===== src/rtl/b_cnt_pkg.sv =====
// Shared constants and edge-operation priority encoding for the behavioural counter library.
package b_cnt_pkg;

  localparam int unsigned DEF_WIDTH = 4;
  localparam int unsigned DEF_MOD   = 16;

  typedef logic [1:0] op_t;

  localparam op_t OP_HOLD = 2'd0;
  localparam op_t OP_CNT  = 2'd1;
  localparam op_t OP_LD   = 2'd2;
  localparam op_t OP_CLR  = 2'd3;

  // Resolve the per-edge action: clr over ld over en over hold.
  function automatic op_t op_sel(input logic clr, input logic ld, input logic en);
    if (clr) begin
      return OP_CLR;
    end else if (ld) begin
      return OP_LD;
    end else if (en) begin
      return OP_CNT;
    end else begin
      return OP_HOLD;
    end
  endfunction

endpackage


===== src/rtl/b_cnt_tc.sv =====
// Combinational terminal-count / cascade-carry decoder; TC_VAL is MOD-1 for up counters, 0 for down.
module b_cnt_tc #(
  parameter int unsigned WIDTH  = 4,
  parameter int unsigned TC_VAL = 15
) (
  input  logic [WIDTH-1:0] c,
  input  logic             en,
  input  logic             clr,
  input  logic             ld,
  output logic             tc_c,
  output logic             co_c
);

  localparam logic [WIDTH-1:0] TC_CMP = WIDTH'(TC_VAL);

  always_comb begin
    tc_c = (c == TC_CMP);
    co_c = tc_c & en & ~clr & ~ld;
  end

endmodule


===== src/rtl/b_syn_up.sv =====
// Synchronous modulo-MOD up counter with enable, load, clear, terminal count and cascade carry.
// Optional sticky wrap flag ovf when B_SYN_UP_OVF_EN is defined.
module b_syn_up
  import b_cnt_pkg::*;
#(
  parameter int unsigned WIDTH = DEF_WIDTH,
  parameter int unsigned MOD   = DEF_MOD
) (
  input  logic             clk,
  input  logic             re,
  input  logic             en,
  input  logic             clr,
  input  logic             ld,
  input  logic [WIDTH-1:0] d,
  output logic [WIDTH-1:0] c,
  output logic             tc,
  output logic             co
`ifdef B_SYN_UP_OVF_EN
  ,
  output logic             ovf
`endif
);

  localparam logic [WIDTH-1:0] MAXC  = WIDTH'(MOD - 1);
  localparam logic [WIDTH:0]   MOD_W = (WIDTH + 1)'(MOD);

  op_t             op;
  logic [WIDTH-1:0] c_nxt;

  b_cnt_tc #(
    .WIDTH  (WIDTH),
    .TC_VAL (MOD - 1)
  ) u_tc (
    .c    (c),
    .en   (en),
    .clr  (clr),
    .ld   (ld),
    .tc_c (tc),
    .co_c (co)
  );

  // Next count; wrap comes from the MOD-1 compare, not natural overflow.
  always_comb begin
    op    = op_sel(clr, ld, en);
    c_nxt = c;
    case (op)
      OP_CLR:  c_nxt = '0;
      OP_LD:   c_nxt = ({1'b0, d} < MOD_W) ? d : '0;
      OP_CNT:  c_nxt = (c == MAXC) ? '0 : c + WIDTH'(1);
      default: c_nxt = c;
    endcase
  end

  always_ff @(posedge clk or negedge re) begin
    if (!re) begin
      c <= '0;
    end else begin
      c <= c_nxt;
    end
  end

`ifdef B_SYN_UP_OVF_EN
  // co is high exactly on a wrapping edge, so it doubles as the set term.
  always_ff @(posedge clk or negedge re) begin
    if (!re) begin
      ovf <= 1'b0;
    end else if (op == OP_CLR) begin
      ovf <= 1'b0;
    end else if (co) begin
      ovf <= 1'b1;
    end
  end
`endif

endmodule


===== config.mk =====
export PLATFORM = sky130hd
export DESIGN_NAME = b_syn_up
export DESIGN_NICKNAME = d
export VERILOG_FILES = /design/src/rtl/b_cnt_pkg.sv /design/src/rtl/b_cnt_tc.sv /design/src/rtl/b_syn_up.sv
export SDC_FILE = /design/constraint.sdc
export NUM_CORES = 1
export LEC_CHECK = 0
export ABC_AREA = 1
export BUFFER_PORTS_ARGS = -buffer_cell sky130_fd_sc_hd__buf_2
export CAP_MARGIN = 10
export CORE_AREA = 2 2 39 41
export DETAILED_ROUTE_END_ITERATION = 10
export DIE_AREA = 0 0 41 43
export PLACE_DENSITY = 0.44
export SYNTH_ARGS = -nofsm -noshare
export SYNTH_HDL_FRONTEND = slang
export SYNTH_SLANG_ARGS = --single-unit

===== constraint.sdc =====
create_clock -name clk -period 1.8 [get_ports clk]
set_clock_uncertainty 0.2 [all_clocks]
set_input_delay 0.27 -clock clk [delete_from_list [all_inputs] [get_ports clk]]
set_output_delay 0.27 -clock clk [all_outputs]
set_load 0.05 [all_outputs]

==> results of run 1 <==
critical path, delay by kind of cell, from the launching register on:
kind,cells,cell delay [ns]
fa+ha+maj,1,0.15
buf+inv,1,0.17
flops,1,0.41
simple gates,2,0.26
synthesized netlist by cell type:
master	number
nor2_1	5
inv_1	6
ha_1	4
a22o_1	1
nand2_2	1
nor3_1	1
nand3_1	1
dfrtp_1	4
nand3_2	1
nand4_1	1
nand2_1	21
o21ai_0	2
worst min path at each step:
stage / startpoint / end / slack [ns] / cells past startpoint
after floorplan: re / c[0] / -0.23 / 0
after global placement: re / c[3] / -0.12 / 1
after detailed placement: re / c[3] / -0.12 / 1
after CTS: d[3] / c[3] / 0.12 / 5
after global routing: d[1] / c[1] / 0.13 / 4
final: d[3] / c[3] / 0.13 / 5
final cells by class:
type                       count  area (sq um)
fill                         153           885
multi-input combinational     38           223
sequential                     4           104
timing repair buffer          17           104
clock buffer                   4          26.3
inverter                       6          22.5
tap                           16          20.0
metrics by stage:
| stage | power [mW] | instances | setup slack (ns) |
|---|---|---|---|
| 4_1_cts | 0.307 | 83 | 0.0112 |
| 6_report | 0.304 | 85 | 0.0858 |
| 3_5_place_dp | 0.176 | 78 | 0.148 |
| 2_1_floorplan | 0.151 | 48 | 0.0156 |
| 3_3_place_gp | 0.176 | 78 | 0.116 |
| 5_1_grt | 0.336 | 85 | 0.00363 |
kinds of logic after synthesis:
logic type               count (synthesis)
flip-flops                               4
buffers and inverters                    6
AO/OA/AOI/OAI                            3
adder cells (fa/ha/maj)                  4
AND/OR/NAND/NOR                         31
power breakdown:
| part | total, mW | internal [mW] | switching [mW] |
|---|---|---|---|
| combinational | 0.0738 | 0.0279 | 0.0459 |
| sequential | 0.105 | 0.0961 | 0.00894 |
| clock | 0.126 | 0.0835 | 0.0420 |
| total | 0.304 | 0.208 | 0.0968 |
timing repair:
| action | 4_1_cts | 5_1_grt |
|---|---|---|
| hold endpoints to repair | 4 | 0 |
| setup buffers | 0 | 2 |
| hold buffers | 1 | 0 |
| setup endpoints to repair | 1 | 2 |
| pin swaps | 0 | 0 |
| resized for setup | 1 | 2 |
layer usage:
| layer | wire [um] | GRT usage (%) | vias up |
|---|---|---|---|
| met2 | 368 | 15.9 | 13 |
| met1 | 369 | 13.6 | 167 |
| met3 | 57 | 7.85 | 2 |
| li1 | - | - | 192 |
| met5 | 0 | 0 | - |
| met4 | 13 | 6.00 | 0 |
==> run summary, run 1 <==
most common cell after layout, fill and taps aside -> nand2_1
Fin. Hold Viols -> 0
clock root cell -> clkbuf_4
routed length per instance -> 9.52 um
synthesized flop and latch total -> 4
remaining routing DRC violations -> 0
Mapped Area -> 322 sq um
Core Box Area -> 1380 sq um
worst r2r src -> c[1]
r2r endpoint -> c[0]
Num CTS Buffers -> 3
router iterations before antenna repair -> 4
worst-skew pair later-pin latency -> 0.24 ns
Worst path max stage delay -> 0.41 ns
largest area contributor in the netlist -> dfrtp_1
Final Max Slew Viols -> 0
CP Class -> register to output pin
pin count of the biggest net entering global routing -> 8
first-pass GRT wire length -> 1300 um
Max-Cap Viols -> 0
CP Capture Type -> output pin
Largest regs -> c x4
site row count -> 14
reg2reg path depth -> 6
largest family of logic cells by synthesized area -> simple AND/OR/NAND/NOR gates
via count -> 374
mux contribution to synthesized area -> 0%
fin area -> 499 sq um
Arrival @ worst endpoint -> 1.24 ns
Synth Area in XOR/XNOR -> 0%
initial antenna violation count -> 0
GP Congestion -> 0.659
final core utilization -> 36.1%
Synth area leaders -> dfrtp_1 31%, nand2_1 25%, ha_1 16%
maximum clock path buffer count -> 2
Die Y-Extent -> 43 um
most frequent cells in the layout -> 21 x nand2_1, 12 x buf_2, 6 x inv_1
worst path cell trace -> ha_4, nand3_2, nor3_4, buf_6
Setup crit start -> c[1]
GRT overflow -> 0
Area Overhead vs Synth -> 55.3%
1st-iter DRT viols -> 10
HPWL Detailed -> 629 um
Seq/Total Area, Yosys -> 31.1%
top-level I/O count -> 15
fmax -> 583 MHz
Die ar. -> 1760 sq um
power per cell area -> 610 nW/um^2
number of distinct library cells after synthesis -> 12
Critical Path RT -> 1.33 ns
fin crit period -> 1.71 ns
final setup fails -> 0
Peak VDD IR -> 0.373 mV
Compound-Gate Fraction of Synth Area -> 5.84%
adder-cell share of the synthesized area -> 15.6%
register bank with the most flops -> c
outcome -> completed
vias in the first global route -> 319
FF-to-FF setup slack -> 0.47 ns
ANT cells -> 0
layout net count -> 83
fin crit share -> 95.2%
share of post-route cells with drive strength above 1 -> 37.7%
port bufs -> 14
width of the die -> 41 um
max reg flops -> 4
final wirelength -> 809 um
H-tree Lvls -> 1
Initial Utilization -> 23.2%
Detail Route Antenna Nets -> 0
slew margin rel. -> 83.4%
Mapped Avg Cell Area -> 6.70 sq um
WHS -> 0.131 ns
Total Routing Usage GR -> 11.8%
Slowest-stage cell, CP -> dfrtp_2
Cells after Synth -> 48
Tightest Pin Transition -> 0.249 ns
startpoint class of the critical path -> register
Post-DP Area -> 439 sq um
clk slew on worst S/H paths -> 0.05 ns
DR vias/cell -> 4.40
Final TNS setup -> 0 ns
Synth Area in Simple Gates -> 40.5%
HP Class -> input port to register
RSZ-0062 raised after global routing -> no
Lkg Pwr -> 0.285 nW
share of the synthesized area in the top cell type -> 31.1%
synth warn -> 0
TritonCTS clock tree -> done
syn nets -> 61
worst-path fanout max -> 5
clock sink count -> 4
worst setup path endpoint -> co
No activity file was read; power rests on OpenSTA's default activity.
==> inputs of run 2 (changes only) <==
==> constraint.sdc (replaced) <==
create_clock -name clk -period 1.8 [get_ports clk]
set_clock_uncertainty 0.2 [all_clocks]
set_input_delay 0.18 -clock clk [delete_from_list [all_inputs] [get_ports clk]]
set_output_delay 0.18 -clock clk [all_outputs]
set_load 0.05 [all_outputs]
==> run 2 against run 1 <==
Against the previous run: via count decreased by 6.7%; first-iteration DRC count is 70% lower; highest routed layer is now met3; critical path depth stayed put; power down 7.3%; fmax rose by 0.81%; critical endpoint unchanged; sequential cell count is the same; clock-buffer cell count fell by 1; register-to-register slack got worse by 0.07 ns; core utilization fell by 2.8 points.
==> run summary, run 2 (synthesized netlist as in run 1, its figures left out) <==
outcome -> completed
CP Capture Type -> output pin
startpoint class of the critical path -> register
routed length per instance -> 8.87 um
most common cell after layout, fill and taps aside -> nand2_1
most frequent cells in the layout -> 21 x nand2_1, 13 x buf_2, 6 x inv_1
GRT overflow -> 0
Peak VDD IR -> 0.279 mV
power per cell area -> 613 nW/um^2
maximum clock path buffer count -> 2
Area Overhead vs Synth -> 43.2%
register bank with the most flops -> c
fin crit period -> 1.70 ns
post-CTS setup buffers -> 0
Core Box Area -> 1380 sq um
Initial Utilization -> 23.2%
H-tree Lvls -> 1
first-pass GRT wire length -> 1210 um
fin crit share -> 94.5%
site row count -> 14
Filler cells -> 159
Crit path max-delay family -> flip-flops
clk slew on worst S/H paths -> 0.04 ns
Die ar. -> 1760 sq um
clock sink count -> 4
GP Congestion -> 0.691
width of the die -> 41 um
HP Class -> input port to register
Total Routing Usage GR -> 10.8%
worst path cell trace -> ha_1, nand3_2, nor3_4, buf_4
Fin. Hold Viols -> 0
worst-skew pair later-pin latency -> 0.23 ns
vias in the first global route -> 303
share of post-route cells with drive strength above 1 -> 33.3%
1st-iter DRT viols -> 3
Arrival @ worst endpoint -> 1.32 ns
slew margin rel. -> 82.9%
Detail Route Antenna Nets -> 0
remaining routing DRC violations -> 0
Die Y-Extent -> 43 um
Critical Path RT -> 1.42 ns
HPWL Detailed -> 593 um
fmax -> 588 MHz
clock root cell -> clkbuf_4
pin count of the biggest net entering global routing -> 8
initial antenna violation count -> 0
worst-path fanout max -> 6
Lkg Pwr -> 0.278 nW
router iterations before antenna repair -> 2
Num CTS Buffers -> 3
top-level I/O count -> 15
DR vias/cell -> 4.26
Tightest Pin Transition -> 0.255 ns
final wirelength -> 727 um
layout net count -> 81
CP Class -> register to output pin
Max-Cap Viols -> 0
Finished Layout Cells -> 82
ANT cells -> 0
RSZ-0062 raised after global routing -> no
Slowest-stage cell, CP -> dfrtp_2
final setup fails -> 0
Largest regs -> c x4
Final TNS setup -> 0 ns
TritonCTS clock tree -> done
via count -> 349
port bufs -> 14
max reg flops -> 4
Final Max Slew Viols -> 0
buffers plus inverters on the worst setup path -> 1
Worst path max stage delay -> 0.40 ns
Placed Instances -> 78
==> run 2: changes by cell type in the layout (fill, tap and decap cells not counted), sizes merged <==
cell / change
clkbuf: -2
buf: -1
==> run 2: area by class of cell <==
class                           instances  area [sq um]  share of cell area [%]
Multi-Input combinational cell         38           210                    45.7
Sequential cell                         4           103                    22.3
Timing Repair Buffer                   15          82.6                    17.9
Clock buffer                            3          22.5                    4.89
Inverter                                6          22.5                    4.89
Tap cell                               16          20.0                    4.35
==> run 2: path summary, 6_finish.rpt <==
| kind | from | end | slack, ns | cells after the start |
|---|---|---|---|---|
| hold / removal | d[3] | c[3] | 0.04 | 5 |
| setup / recovery | c[0] | co | 0.1 | 4 |
| hold reg to reg | c[1] | c[1] | 0.34 | 2 |
| max in group asynchronous | re | c[0] | 1.19 | 2 |
| setup reg to reg | c[0] | c[0] | 0.40 | 6 |
| min in group asynchronous | re | c[2] | 0.08 | 2 |
==> run 2: tightest hold or removal path, stage by stage <==
cell and delay, ns:
buf_2 0.07, nand2_1 0.04, nand2_1 0.05, nand2_1 0.04
nand2_1 0.05
==> run 2: what timing repair did <==
| action | 4_1_cts | 5_1_grt |
|---|---|---|
| hold endpoints to repair | 4 | 0 |
| endpoints found under the setup margin | 0 | 1 |
| gates resized for setup | 0 | 2 |
| hold buffers | 1 | 0 |
==> run 2: routing by layer <==
layer / wire length, um / GRT usage, % / share of wire [%] / up-vias
met3: 51 / 4.71 / 7.0 / 0
met4: 0 / 8.00 / 0 / 0
li1: - / - / - / 186
met5: 0 / 0 / 0 / -
met1: 334 / 13.4 / 46 / 155
met2: 341 / 14.1 / 47 / 8
==> run 2: metrics by stage <==
stage | worst slack [ns] | util [%] | hold WS [ns] | total power, mW | instance area, sq um
after global placement | 0.218 | 30.7 | -0.209 | 0.172 | 425
after detailed placement | 0.222 | 30.7 | -0.212 | 0.171 | 425
after global routing | 0.0249 | 33.3 | 0.0743 | 0.302 | 460
after floorplan | 0.0593 | - | -0.316 | 0.148 | 335
final | 0.0995 | 33.3 | 0.0435 | 0.282 | 460
after CTS | 0.0191 | 33.1 | 0.0362 | 0.291 | 458
==> run 2: power breakdown <==
group	total (mW)	internal (mW)	switching, mW
Clock	0.111	0.0746	0.0369
Sequential	0.104	0.0960	0.00782
Combinational	0.0669	0.0230	0.0439
